`config.mk`:
```
export PLATFORM = sky130hd
export DESIGN_NAME = fp_add_sequencer
export DESIGN_NICKNAME = d
export VERILOG_FILES = /design/src/rtl/fp_seq_pkg.sv /design/src/rtl/fp_seq_fifo.sv /design/src/rtl/fp_add_sequencer.sv
export SDC_FILE = /design/constraint.sdc
export NUM_CORES = 1
export LEC_CHECK = 0
export ABC_AREA = 0
export BUFFER_PORTS_ARGS = -buffer_cell sky130_fd_sc_hd__clkbuf_2
export CAP_MARGIN = 40
export CORE_UTILIZATION = 27
export CTS_BUF_LIST = sky130_fd_sc_hd__clkbuf_4 sky130_fd_sc_hd__clkbuf_8
export DETAILED_ROUTE_END_ITERATION = 8
export GPL_ROUTABILITY_DRIVEN = 0
export PLACE_DENSITY_LB_ADDON = 0.05
export SLEW_MARGIN = 20
export SYNTH_ARGS = -nofsm -noshare
export SYNTH_HDL_FRONTEND = slang
export SYNTH_SLANG_ARGS = --single-unit
```
`constraint.sdc`:
```
create_clock -name clk -period 2.5 [get_ports clk]
set_input_delay 0.375 -clock clk [delete_from_list [all_inputs] [get_ports clk]]
set_output_delay 0.375 -clock clk [all_outputs]
set_load 0.02 [all_outputs]
```
`src/rtl/fp_seq_pkg.sv`:
```
// rtl/fp_seq_pkg.sv - shared types and helpers for the FP32 adder sequencer
// Purpose: FSM state encoding, FP32 field widths and zero-detection helpers
//          used by fp_add_sequencer and its FIFO.
// Ports:   none (package)
package fp_seq_pkg;

  localparam int SIGN_W = 1;
  localparam int EXP_W  = 8;
  localparam int MANT_W = 23;
  localparam int FP_W   = SIGN_W + EXP_W + MANT_W;

  typedef enum logic [1:0] {
    ST_IDLE    = 2'd0,
    ST_WAIT    = 2'd1,
    ST_RELEASE = 2'd2
  } seq_state_t;

  // +0 and -0 both have a zero exponent and a zero mantissa.
  function automatic logic is_zero(input logic [FP_W-1:0] x);
    return x[EXP_W+MANT_W-1:0] == '0;
  endfunction

  // Sum when at least one operand is zero: the other operand passes through.
  // Two zeros only give -0 when both are -0.
  function automatic logic [FP_W-1:0] zero_sum(input logic [FP_W-1:0] a,
                                               input logic [FP_W-1:0] b);
    if (is_zero(a) && is_zero(b))
      return {a[FP_W-1] & b[FP_W-1], {(FP_W-1){1'b0}}};
    else if (is_zero(a))
      return b;
    else
      return a;
  endfunction

endpackage

```
`src/rtl/fp_seq_fifo.sv`:
```
// rtl/fp_seq_fifo.sv - operand-pair FIFO with occupancy count
// Purpose: DEPTH x W synchronous FIFO, wrap-around pointers, show-ahead read.
// Ports:   clk, reset (async, active-low)
//          push/wdata : write side, ignored when full
//          pop/rdata  : read side, rdata is the current head, pop ignored when empty
//          count/full/empty : occupancy status
module fp_seq_fifo #(
  parameter  int DEPTH = 4,
  parameter  int W     = 64,
  localparam int CW    = $clog2(DEPTH + 1),
  localparam int AW    = $clog2(DEPTH)
) (
  input  logic          clk,
  input  logic          reset,
  input  logic          push,
  input  logic [W-1:0]  wdata,
  input  logic          pop,
  output logic [W-1:0]  rdata,
  output logic [CW-1:0] count,
  output logic          full,
  output logic          empty
);

  logic [W-1:0]  mem [DEPTH];
  logic [AW-1:0] wr_ptr;
  logic [AW-1:0] rd_ptr;
  logic          do_push;
  logic          do_pop;

  assign full    = (count == CW'(DEPTH));
  assign empty   = (count == '0);
  assign do_push = push && !full;
  assign do_pop  = pop && !empty;
  assign rdata   = mem[rd_ptr];

  // DEPTH is a power of two, so the pointers wrap by overflow.
  always_ff @(posedge clk or negedge reset) begin
    if (!reset) begin
      wr_ptr <= '0;
      rd_ptr <= '0;
      count  <= '0;
    end else begin
      if (do_push) wr_ptr <= wr_ptr + AW'(1);
      if (do_pop)  rd_ptr <= rd_ptr + AW'(1);
      case ({do_push, do_pop})
        2'b10:   count <= count + CW'(1);
        2'b01:   count <= count - CW'(1);
        default: count <= count;
      endcase
    end
  end

  always_ff @(posedge clk) begin
    if (do_push) mem[wr_ptr] <= wdata;
  end

endmodule

```
`src/rtl/fp_add_sequencer.sv`:
```
// rtl/fp_add_sequencer.sv - FIFO-buffered issue sequencer for the FP32 adder
// Purpose: buffers operand pairs, runs one adder transaction at a time over the
//          load / result_ready / result_ack handshake, and presents each sum in a
//          valid/ready output register.
// Ports:   clk, reset (async, active-low)
//          in_valid/in_ready/in_a/in_b       : operand-pair input stream
//          out_valid/out_ready/out_sum       : result output stream
//          add_load/add_a/add_b/add_ack      : to the adder
//          add_result/add_ready              : from the adder
//          fifo_count, busy                  : status
// Config:  FP_SEQ_ZERO_BYPASS_EN - pairs with a +/-0 operand skip the adder.
module fp_add_sequencer
  import fp_seq_pkg::*;
#(
  parameter  int DEPTH = 4,
  localparam int CW    = $clog2(DEPTH + 1)
) (
  input  logic          clk,
  input  logic          reset,
  input  logic          in_valid,
  output logic          in_ready,
  input  logic [31:0]   in_a,
  input  logic [31:0]   in_b,
  output logic          out_valid,
  input  logic          out_ready,
  output logic [31:0]   out_sum,
  output logic          add_load,
  output logic [31:0]   add_a,
  output logic [31:0]   add_b,
  input  logic [31:0]   add_result,
  input  logic          add_ready,
  output logic          add_ack,
  output logic [CW-1:0] fifo_count,
  output logic          busy
);

`ifdef FP_SEQ_ZERO_BYPASS_EN
  localparam bit BYPASS_EN = 1'b1;
`else
  localparam bit BYPASS_EN = 1'b0;
`endif

  seq_state_t  state, state_nxt;
  logic [63:0] head;
  logic [31:0] head_a, head_b;
  logic        fifo_full, fifo_empty;
  logic        pop;
  logic        slot_free;
  logic        head_zero;

  logic        load_nxt, ack_nxt, valid_nxt;
  logic [31:0] a_nxt, b_nxt, sum_nxt;

  fp_seq_fifo #(.DEPTH(DEPTH), .W(64)) u_fifo (
    .clk   (clk),
    .reset (reset),
    .push  (in_valid),
    .wdata ({in_a, in_b}),
    .pop   (pop),
    .rdata (head),
    .count (fifo_count),
    .full  (fifo_full),
    .empty (fifo_empty)
  );

  assign head_a    = head[63:32];
  assign head_b    = head[31:0];
  assign in_ready  = !fifo_full;
  assign busy      = (state != ST_IDLE) || !fifo_empty;
  // The output register can take a new sum if empty or being drained this cycle.
  assign slot_free = !out_valid || out_ready;
  assign head_zero = BYPASS_EN && (is_zero(head_a) || is_zero(head_b));

  always_ff @(posedge clk or negedge reset) begin
    if (!reset) state <= ST_IDLE;
    else        state <= state_nxt;
  end

  always_comb begin
    state_nxt = state;
    unique case (state)
      ST_IDLE:    if (!fifo_empty && !head_zero) state_nxt = ST_WAIT;
      ST_WAIT:    if (add_ready && slot_free)    state_nxt = ST_RELEASE;
      ST_RELEASE: if (!add_ready)                state_nxt = ST_IDLE;
      default:                                   state_nxt = ST_IDLE;
    endcase
  end

  always_comb begin
    pop       = 1'b0;
    load_nxt  = add_load;
    ack_nxt   = 1'b0;
    a_nxt     = add_a;
    b_nxt     = add_b;
    sum_nxt   = out_sum;
    valid_nxt = out_valid && !out_ready;
    unique case (state)
      ST_IDLE: begin
        if (!fifo_empty) begin
          if (head_zero) begin
            // Bypassed pairs still respect the output slot, so order is kept.
            if (slot_free) begin
              pop       = 1'b1;
              sum_nxt   = zero_sum(head_a, head_b);
              valid_nxt = 1'b1;
            end
          end else begin
            pop      = 1'b1;
            a_nxt    = head_a;
            b_nxt    = head_b;
            load_nxt = 1'b1;
          end
        end
      end
      ST_WAIT: begin
        // The ack is withheld while the slot is full, which keeps the adder
        // holding its result as backpressure.
        if (add_ready && slot_free) begin
          sum_nxt   = add_result;
          valid_nxt = 1'b1;
          ack_nxt   = 1'b1;
        end
      end
      ST_RELEASE: begin
        load_nxt = 1'b0;
      end
      default: begin
        load_nxt = 1'b0;
      end
    endcase
  end

  always_ff @(posedge clk or negedge reset) begin
    if (!reset) begin
      add_load  <= 1'b0;
      add_ack   <= 1'b0;
      add_a     <= '0;
      add_b     <= '0;
      out_sum   <= '0;
      out_valid <= 1'b0;
    end else begin
      add_load  <= load_nxt;
      add_ack   <= ack_nxt;
      add_a     <= a_nxt;
      add_b     <= b_nxt;
      out_sum   <= sum_nxt;
      out_valid <= valid_nxt;
    end
  end

endmodule

```
==> results.py, run 1 <==
metrics = {
    "timing": {
        "fin_crit_sh_pct": 89.56,
        "worst_slew_pin_slew_ns": 0.5411,
        "period_minus_slack_ns": 2.239,
        "hold_viol": 0,
        "finalClockSkew_ns": 0.02213,
        "max_slew_margin_pct": 63.93,
        "rsz0062_at_grt": "false",
        "finalSetupViolCount": 0,
        "fin_tns_setup_ns": 0,
        "finalWorstSetupSlack_ns": 0.2611,
        "maxSlewViolCount": 0,
        "max_freq_mhz": 446.7,
    },
    "synth": {
        "syn_area_um2": 13410,
        "syn-num-nets": 701,
        "synth-seq-cells": 364,
        "postSynthAreaPerCell_um2": 22.57,
        "synthTopCellsByArea": "edfxtp_1, dfrtp_1, mux4_2, mux2_2, buf_6",
        "syn_inst": 594,
        "synth.distinct_cells": 28,
        "yosysWarnings": 0,
        "synth-seq-area-share_pct": 77.49,
        "synth_area_leader_cell": "edfxtp_1",
        "synth_top_cell_area_share_pct": 57.33,
    },
    "job": {
        "drv_cap": 0,
    },
    "drt": {
        "antenna_left": 0,
        "remaining_drc_errors": 0,
        "drt_first_pass_iters": 4,
        "vias_per_cell": 4.159,
        "vias": 6966,
        "first_iter_violations": 219,
        "wl_per_cell_um": 19.02,
        "routed_wl_um": 31860,
    },
    "worst_setup_path": {
        "reg2reg_slack_ns": 0.26,
        "rr_worst_depth": 9,
        "endpoint": "u_fifo.count[2]",
        "cp_cell_sequence": "or3b_1 > and2_1 > inv_1 > ha_1 > inv_1 > fa_1 > xor2_1 > nor2_1 > xor2_1",
        "crit_start": "u_fifo.count[0]",
        "slowest_stage": "dfrtp_1",
        "cp_top_family": "simple AND/OR/NAND/NOR gates",
        "worstPathRequired_ns": 3.04,
        "start_kind": "flop",
        "cp_max_fo": 5,
        "arrival_ns": 2.78,
        "r2r-end": "u_fifo.count[2]",
        "end_kind": "flop",
        "critical_path_class": "reg2reg",
        "reg2reg_from": "u_fifo.count[0]",
        "cp.depth": 9,
        "cp_num_buf_inv": 2,
        "cpPeakStageDelay_ns": 0.43,
    },
    "place": {
        "dp_hpwl_um": 18380,
        "io_buffers": 204,
        "place_inst": 1455,
        "place_area_um2": 15440,
        "dp_worst_setup_slack_ns": 0.2761,
    },
    "clock_tree": {
        "insertion_delay_ns": 0.62,
        "clockBufferDepth": 3,
        "post_cts_buffers": 0,
        "clock-sinks": 364,
        "cts_buffers": 69,
        "clockRootBuffer": "clkbuf_8",
        "htree_levels": 3,
        "path_clk_slew_ns": 0.06,
        "cts_tree": "yes",
    },
    "finish": {
        "nets": 1067,
        "fill_cells": 4614,
        "multiInputGateArea_um2": 2844,
        "final_util_pct": 36.49,
        "area_growth_pct": 33.23,
        "ff_latch_area_um2": 10400,
        "final_cells": 1675,
        "design_area_um2": 17860,
        "drive_gt1_share_pct": 50.25,
    },
    "floorplan": {
        "fp-row-count": 81,
        "die_width_um": 224.8,
        "ios": 205,
        "die_y_um": 224.8,
        "core_um2": 48950,
        "die-area_um2": 50550,
        "initial_core_util_pct": 27.39,
    },
    "power": {
        "ir_drop_uv": 743.6,
        "p_leak_nw": 6.747,
        "power.density_nw_per_um2": 1258,
    },
    "min_path": {
        "min_path_type": "in2reg",
    },
    "global_routing": {
        "grt_first_pass_wirelength_um": 47990,
        "grt_usage_pct": 12.99,
        "grt_overflow": 0,
        "grt_pass1_vias": 7928,
        "grt_max_degree": 67,
        "antenna_found_initial": 2,
    },
    "status": {
        "outcome": "finished, final reports clean",
    },
}
[logic make-up (layout without fill, tap and decap cells)]
group                    after synthesis  count (layout)  synth area share, %
AND/OR/NAND/NOR                       20              20               0.9052
flip-flops                           364             364                77.49
buffers and inverters                 33             448                1.502
AO/OA/AOI/OAI                          4               4               0.1960
XOR/XNOR                               6               6               0.3919
other                                  0               2                    0
adder cells (fa/ha/maj)                6               6               0.6159
multiplexers                         161             161                18.90
[layer usage]
metal  global-route usage [%]  up-vias  wire [µm]
li1                         -     3121          -
met1                    15.83     3593      13710
met2                    21.42      187      15650
met3                    3.854       65       1657
met4                    5.398        0        846
met5                        0        -          0
[report_power, final]
group / internal (W) / leakage [nW] / switching (W) / total, W
sequential: 0.00835 / 3.61 / 0.000761 / 0.00911
combinational: 0.00340 / 2.36 / 0.00395 / 0.00735
clock: 0.00356 / 0.769 / 0.00244 / 0.00600
[metrics by stage]
stage	total power, W	hold slack [ns]
after floorplan	0.01398	0.07941
after global placement	0.01657	0.3755
after detailed placement	0.01673	0.3896
after CTS	0.02304	0.05924
after global routing	0.02378	0.09316
final	0.02246	0.1392
[synth_stat cells]
cell type  count
fa_1           1
nand3b_1       2
buf_4          1
nand2_1        2
or3_4          1
nand2b_1       3
o21ai_0        2
xnor2_1        4
ha_1           5
nor2b_1        1
a21boi_0       1
buf_1          3
nand2_2        1
mux4_2        64
nand3_1        1
clkbuf_1       2
buf_6          8
edfxtp_1     256
a311oi_1       1
inv_1          8
or3b_1         1
nor2_1         3
xor2_1         2
mux2_2        97
and2_1         1
dfrtp_1      108
buf_2         11
and3_1         4
[tightest hold or removal path, cell delays in order]
cell	delay (ns)
clkbuf_2	0.08
nand2b_1	0.18
nand2_1	0.08
[state kept, by name (all words and copies together) (netlist names)]
register       count
out_valid          1
u_fifo.rd_ptr      2
out_sum           32
add_load           1
state              2
u_fifo.wr_ptr      2
u_fifo.mem       256
add_b             32
u_fifo.count       3
add_a             32
add_ack            1
[layout make-up]
| type | count | share of cell area [%] |
|---|---|---|
| well taps | 664 | 4.651 |
| inverters | 8 | 0.1681 |
| multi-input cells | 197 | 15.92 |
| repair buffers | 320 | 12.98 |
| clock buffers | 107 | 7.439 |
| flip-flops and latches | 364 | 58.21 |
| clock inverters | 13 | 0.6094 |
| diodes | 2 | 0.02802 |
[worst min-delay path by stage]
stage	startpoint	to	slack, ns	cells past startpoint
final	out_ready	out_valid	0.14	3
after global routing	out_ready	out_valid	0.09	3
after CTS	out_ready	out_valid	0.06	3
after detailed placement	reset	out_sum[16]	0.39	1
after global placement	reset	out_sum[16]	0.38	1
after floorplan	reset	add_a[0]	0.08	0
[cells in the final DEF, fill, tap and decap left out, types with 2 or more instances in the layout]
cell type and count:
xnor2_1 4, clkbuf_8 84, dfrtp_1 106, buf_4 4
clkinv_1 5, inv_1 8, clkbuf_2 203, bufinv_16 2
edfxtp_1 256, nand3b_1 2, clkbuf_4 23, dlygate4sd3_1 98
mux2_2 97, mux4_2 64, nor2_1 3, o21ai_0 2
nand2b_1 3, dfrtp_4 2, ha_1 5, buf_12 14
and3_4 4, xor2_1 2, clkinv_2 6, diode_2 2
nand2_1 2
[timing repair]
action,CTS,global route
gates resized for setup,0,0
hold buffers,98,0
endpoints found under the hold margin,340,0
(Power assumes the default switching activity.)
==> run 2: changes to the inputs <==
--- a/config.mk
+++ b/config.mk
@@ -8,6 +8,7 @@
 export ABC_AREA = 0
 export BUFFER_PORTS_ARGS = -buffer_cell sky130_fd_sc_hd__clkbuf_2
 export CAP_MARGIN = 40
+export CORE_ASPECT_RATIO = 1.2
 export CORE_UTILIZATION = 27
 export CTS_BUF_LIST = sky130_fd_sc_hd__clkbuf_4 sky130_fd_sc_hd__clkbuf_8
 export DETAILED_ROUTE_END_ITERATION = 8
==> run 2 against run 1 <==
  * Power shrank 1.1%
  * Combinational power shrank 2%
  * Clock skew shrank 0.0091 ns
==> results.py, run 2 (synthesis gave the netlist of run 1 again) <==
metrics = {
    "timing": {
        "finalClockSkew_ns": 0.01304,
        "max_freq_mhz": 444.3,
        "hold_viol": 0,
        "rsz0062_at_grt": "false",
        "finalWorstSetupSlack_ns": 0.2495,
        "period_minus_slack_ns": 2.251,
        "max_slew_margin_pct": 59.66,
        "worst_slew_pin_slew_ns": 0.6051,
        "fin_crit_sh_pct": 90.02,
        "maxSlewViolCount": 0,
        "fin_tns_setup_ns": 0,
        "finalSetupViolCount": 0,
    },
    "drt": {
        "antenna_left": 0,
        "vias_per_cell": 4.226,
        "wl_per_cell_um": 19.32,
        "first_iter_violations": 210,
        "drt_first_pass_iters": 4,
        "remaining_drc_errors": 0,
        "vias": 6935,
        "routed_wl_um": 31710,
    },
    "clock_tree": {
        "cts_resized": 0,
        "insertion_delay_ns": 0.62,
        "cts_tree": "yes",
        "clockRootBuffer": "clkbuf_8",
        "cts_buffers": 66,
        "htree_levels": 3,
        "post_cts_buffers": 0,
        "clockBufferDepth": 3,
        "path_clk_slew_ns": 0.06,
        "clock-sinks": 364,
    },
    "worst_setup_path": {
        "endpoint": "u_fifo.count[2]",
        "crit_start": "u_fifo.count[1]",
        "critical_path_class": "reg2reg",
        "reg2reg_slack_ns": 0.25,
        "reg2reg_from": "u_fifo.count[1]",
        "start_kind": "flop",
        "end_kind": "flop",
        "cp_max_fo": 5,
        "worstPathRequired_ns": 3.03,
        "r2r-end": "u_fifo.count[2]",
        "rr_worst_depth": 9,
        "arrival_ns": 2.78,
    },
    "power": {
        "ir_drop_uv": 652.3,
        "p_leak_nw": 6.687,
        "combPwrFrac_pct": 32.4,
        "switchingPower_w": 0.007109,
        "switching_share_pct": 31.99,
        "clockPowerShare_pct": 26.3,
        "seqPwrFrac_pct": 41.3,
        "power.density_nw_per_um2": 1255,
        "intPower_w": 0.01512,
    },
    "job": {
        "drv_cap": 0,
    },
    "finish": {
        "layout_common_cells": "edfxtp_1, clkbuf_2, dfrtp_1, dlygate4sd3_1, mux2_2",
        "drive_gt1_share_pct": 49.95,
        "multiInputGateArea_um2": 2844,
        "area_growth_pct": 32.07,
        "layout_commonest_cell": "edfxtp_1",
        "nets": 1061,
        "ff_latch_area_um2": 10400,
        "largest_register_ffs": 256,
        "fill_cells": 4638,
        "largest-register": "u_fifo.mem",
    },
    "global_routing": {
        "antenna_found_initial": 1,
        "grt_usage_pct": 13.03,
        "grt_max_degree": 67,
        "grt_overflow": 0,
        "grt_pass1_vias": 7965,
        "grt_first_pass_wirelength_um": 47820,
    },
    "place": {
        "io_buffers": 204,
        "dp_worst_setup_slack_ns": 0.2478,
        "dp_hpwl_um": 18480,
    },
    "floorplan": {
        "ios": 205,
        "die_width_um": 205.4,
        "initial_core_util_pct": 27.30,
        "die-area_um2": 50560,
        "core_um2": 49110,
        "fp-row-count": 89,
        "die_y_um": 246.1,
    },
    "min_path": {
        "min_path_type": "in2reg",
        "hold_depth": 3,
        "hp-start": "out_ready",
    },
    "status": {
        "outcome": "finished, final reports clean",
    },
}
run 2: cell count changes in the layout (fill, tap and decap cells not counted), sizes merged:
cell      previous run  this run
clkinvlp             0         2
clkbuf             310       302
bufinv               2         3
buf                 19        16
diode                2         1
clkinv              11        13
run 2: critical path: stages, from the launching register on:
cell and delay, ns:
dfrtp_1 0.42, or3b_1 0.40, and2_1 0.21, inv_1 0.07, ha_1 0.17, inv_1 0.06
fa_1 0.37, xor2_1 0.17, nor2_1 0.12, xor2_1 0.19
run 2: power by group through the flow:
stage / clock network (W) / logic (W) / registers [W]
finish: 0.00584 / 0.00720 / 0.00919
global route: 0.00636 / 0.00783 / 0.00941
CTS: 0.00610 / 0.00750 / 0.00925
detailed placement: 0 / 0.00734 / 0.00936
global placement: 0 / 0.00731 / 0.00926
floorplan: 0 / 0.00393 / 0.0101
run 2: worst min path at each step:
stage,slack [ns],end
floorplan,0.08,add_a[0]
global placement,0.42,add_b[17]
detailed placement,0.42,add_b[17]
CTS,0.05,out_valid
global route,0.14,out_valid
finish,0.12,out_valid
run 2: area by class of cell:
| class | instances | area share [%] |
|---|---|---|
| sequential | 364 | 58.72 |
| clock buffer | 99 | 6.882 |
| timing repair buffer | 317 | 12.73 |
| antenna | 1 | 0.01413 |
| inverter | 8 | 0.1696 |
| clock inverter | 18 | 0.9256 |
| tap | 637 | 4.501 |
| multi-input combinational | 197 | 16.06 |
run 2: through the flow:
stage                     cells  power, W  cell area [µm²]  util (%)  hold slack, ns
final                      1641   0.02223            17710     36.06          0.1186
after global routing       1641   0.02360            17710     36.06          0.1372
after CTS                  1640   0.02284            17710     36.05         0.05228
after detailed placement   1425   0.01670            15340     31.24          0.4228
after global placement     1425   0.01656            15340     31.24          0.4216
after floorplan             594   0.01398            13410         -         0.07941
run 2: what timing repair did:
item | in CTS | in global routing
hold endpoints to repair | 323 | 0
setup endpoints to repair | 0 | 0
hold buffers | 98 | 0
run 2: routing by layer:
layer | vias to the layer above | track usage (%) | wire length (µm)
met1 | 3551 | 14.44 | 12840
met4 | 0 | 5.686 | 748
li1 | 3111 | - | -
met5 | - | 0 | 0
met3 | 51 | 3.770 | 1957
met2 | 222 | 23.02 | 16160
==> run 3: changes to the inputs <==
==> constraint.sdc (replaced) <==
create_clock -name clk -period 2.2 [get_ports clk]
set_input_delay 0.33 -clock clk [delete_from_list [all_inputs] [get_ports clk]]
set_output_delay 0.33 -clock clk [all_outputs]
set_load 0.02 [all_outputs]
==> run 3 against run 2 <==
  * Clock-buffer cell count fell by 17
  * Critical path type is now reg2out
  * Worst hold slack lost 0.028 ns
  * Clock power grew 12%
  * Highest routed layer is now met5
  * Sequential cell count stayed put
  * Wire length fell by 1.2%
==> results.py, run 3 (synthesis gave the netlist of run 1 again) <==
metrics = {
    "global_routing": {
        "grt_overflow": 0,
        "grt_first_pass_wirelength_um": 47150,
        "grt_max_degree": 67,
        "grt_usage_pct": 12.72,
        "grt_pass1_vias": 7820,
        "antenna_found_initial": 1,
    },
    "place": {
        "io_buffers": 204,
        "dp_hpwl_um": 17350,
        "place_inst": 1426,
    },
    "finish": {
        "layout_common_cells": "edfxtp_1, clkbuf_2, dfrtp_1, dlygate4sd3_1, mux2_2",
        "drive_gt1_share_pct": 50.25,
        "area_growth_pct": 32.38,
        "layout_commonest_cell": "edfxtp_1",
        "nets": 1062,
        "largest-register": "u_fifo.mem",
        "largest_register_ffs": 256,
        "fill_cells": 4641,
        "final_cells": 1644,
        "diodes": 0,
    },
    "min_path": {
        "min_path_type": "in2reg",
    },
    "clock_tree": {
        "htree_levels": 2,
        "cts_buffers": 61,
        "insertion_delay_ns": 0.64,
        "cts_tree": "yes",
        "clock-sinks": 364,
        "path_clk_slew_ns": 0.06,
        "clockBufferDepth": 3,
        "clockRootBuffer": "clkbuf_8",
    },
    "power": {
        "finalPower_w": 0.02523,
        "power.density_nw_per_um2": 1422,
        "p_leak_nw": 6.703,
        "ir_drop_uv": 824.7,
    },
    "timing": {
        "worst_slew_pin_slew_ns": 0.5957,
        "finalClockSkew_ns": 0.02001,
        "fin_tns_setup_ns": 0,
        "max_freq_mhz": 468.6,
        "hold_viol": 0,
        "fin_crit_sh_pct": 97.01,
        "finalSetupViolCount": 0,
        "max_slew_margin_pct": 60.29,
        "rsz0062_at_grt": "true",
        "maxSlewViolCount": 0,
        "period_minus_slack_ns": 2.134,
    },
    "drt": {
        "antenna_left": 0,
        "remaining_drc_errors": 0,
        "vias": 7013,
        "wl_per_cell_um": 19.05,
        "vias_per_cell": 4.266,
        "drt_first_pass_iters": 4,
        "routed_wl_um": 31320,
        "first_iter_violations": 234,
    },
    "floorplan": {
        "die_y_um": 246.1,
        "die_width_um": 205.4,
        "fp-row-count": 89,
        "ios": 205,
        "initial_core_util_pct": 27.30,
        "core_um2": 49110,
        "die-area_um2": 50560,
    },
    "worst_setup_path": {
        "critical_path_class": "reg2out",
        "end_kind": "output pin",
        "reg2reg_slack_ns": 0.10,
        "cp_max_fo": 2,
        "worstPathRequired_ns": 1.87,
        "start_kind": "flop",
        "arrival_ns": 1.80,
    },
    "job": {
        "drv_cap": 0,
    },
    "status": {
        "outcome": "finished, final reports clean",
    },
}
-- run 3: final cells by class --
type | count | area (µm²) | area share [%]
multi-input cells | 197 | 2864 | 16.14
clock buffers | 82 | 1041 | 5.865
well taps | 637 | 797.0 | 4.490
clock inverters | 33 | 302.8 | 1.706
repair buffers | 323 | 2313 | 13.03
flip-flops and latches | 364 | 10400 | 58.60
inverters | 8 | 30.03 | 0.1692
-- run 3: report_power, final --
part	switching, W	total (W)	internal, W
Sequential	0.000755	0.0103	0.00950
Clock	0.00274	0.00652	0.00378
Combinational	0.00458	0.00846	0.00388
Total	0.00807	0.0252	0.0172
-- run 3: timing repair --
| action | in CTS | in global routing |
|---|---|---|
| gates resized for setup | 4 | 6 |
| hold endpoints to repair | 346 | 0 |
| buffers inserted | 2 | 2 |
| pin swaps | 1 | 3 |
| endpoints found under the setup margin | 1 | 3 |
| hold buffers | 99 | 0 |
-- run 3: layer usage --
metal	routed length (µm)	share of wire [%]	global-route usage, %
met4	852	2.7	4.706
met3	1850	5.9	3.651
met1	13150	42	15.26
met5	10	0.032	0
met2	15450	49	21.55
-- run 3: critical path, stage by stage, from the launching register on --
cell and delay, ns:
dfrtp_2 0.40, buf_6 0.11, or3_4 0.36, nand2b_4 0.15
buf_8 0.13
-- run 3: stage by stage --
stage	setup WS, ns	util (%)	area [µm²]	hold WS [ns]
5_1_grt	-0.02807	36.14	17750	0.07199
3_5_place_dp	0.08250	31.27	15350	0.3617
3_3_place_gp	0.09823	31.27	15350	0.3576
2_1_floorplan	0.02238	-	13430	0.03441
4_1_cts	-0.04734	36.09	17720	0.02238
6_report	0.06585	36.14	17750	0.09010
-- run 3: final timing paths --
check                                 from                to  depth (start not counted)
max                        u_fifo.count[2]              busy                          4
min                               in_valid  u_fifo.wr_ptr[0]                          3
max reg2reg                u_fifo.count[1]   u_fifo.count[2]                          9
min reg2reg                      add_a[30]         add_a[30]                          1
max in group asynchronous            reset  u_fifo.rd_ptr[0]                          3
min in group asynchronous            reset         add_b[15]                          2
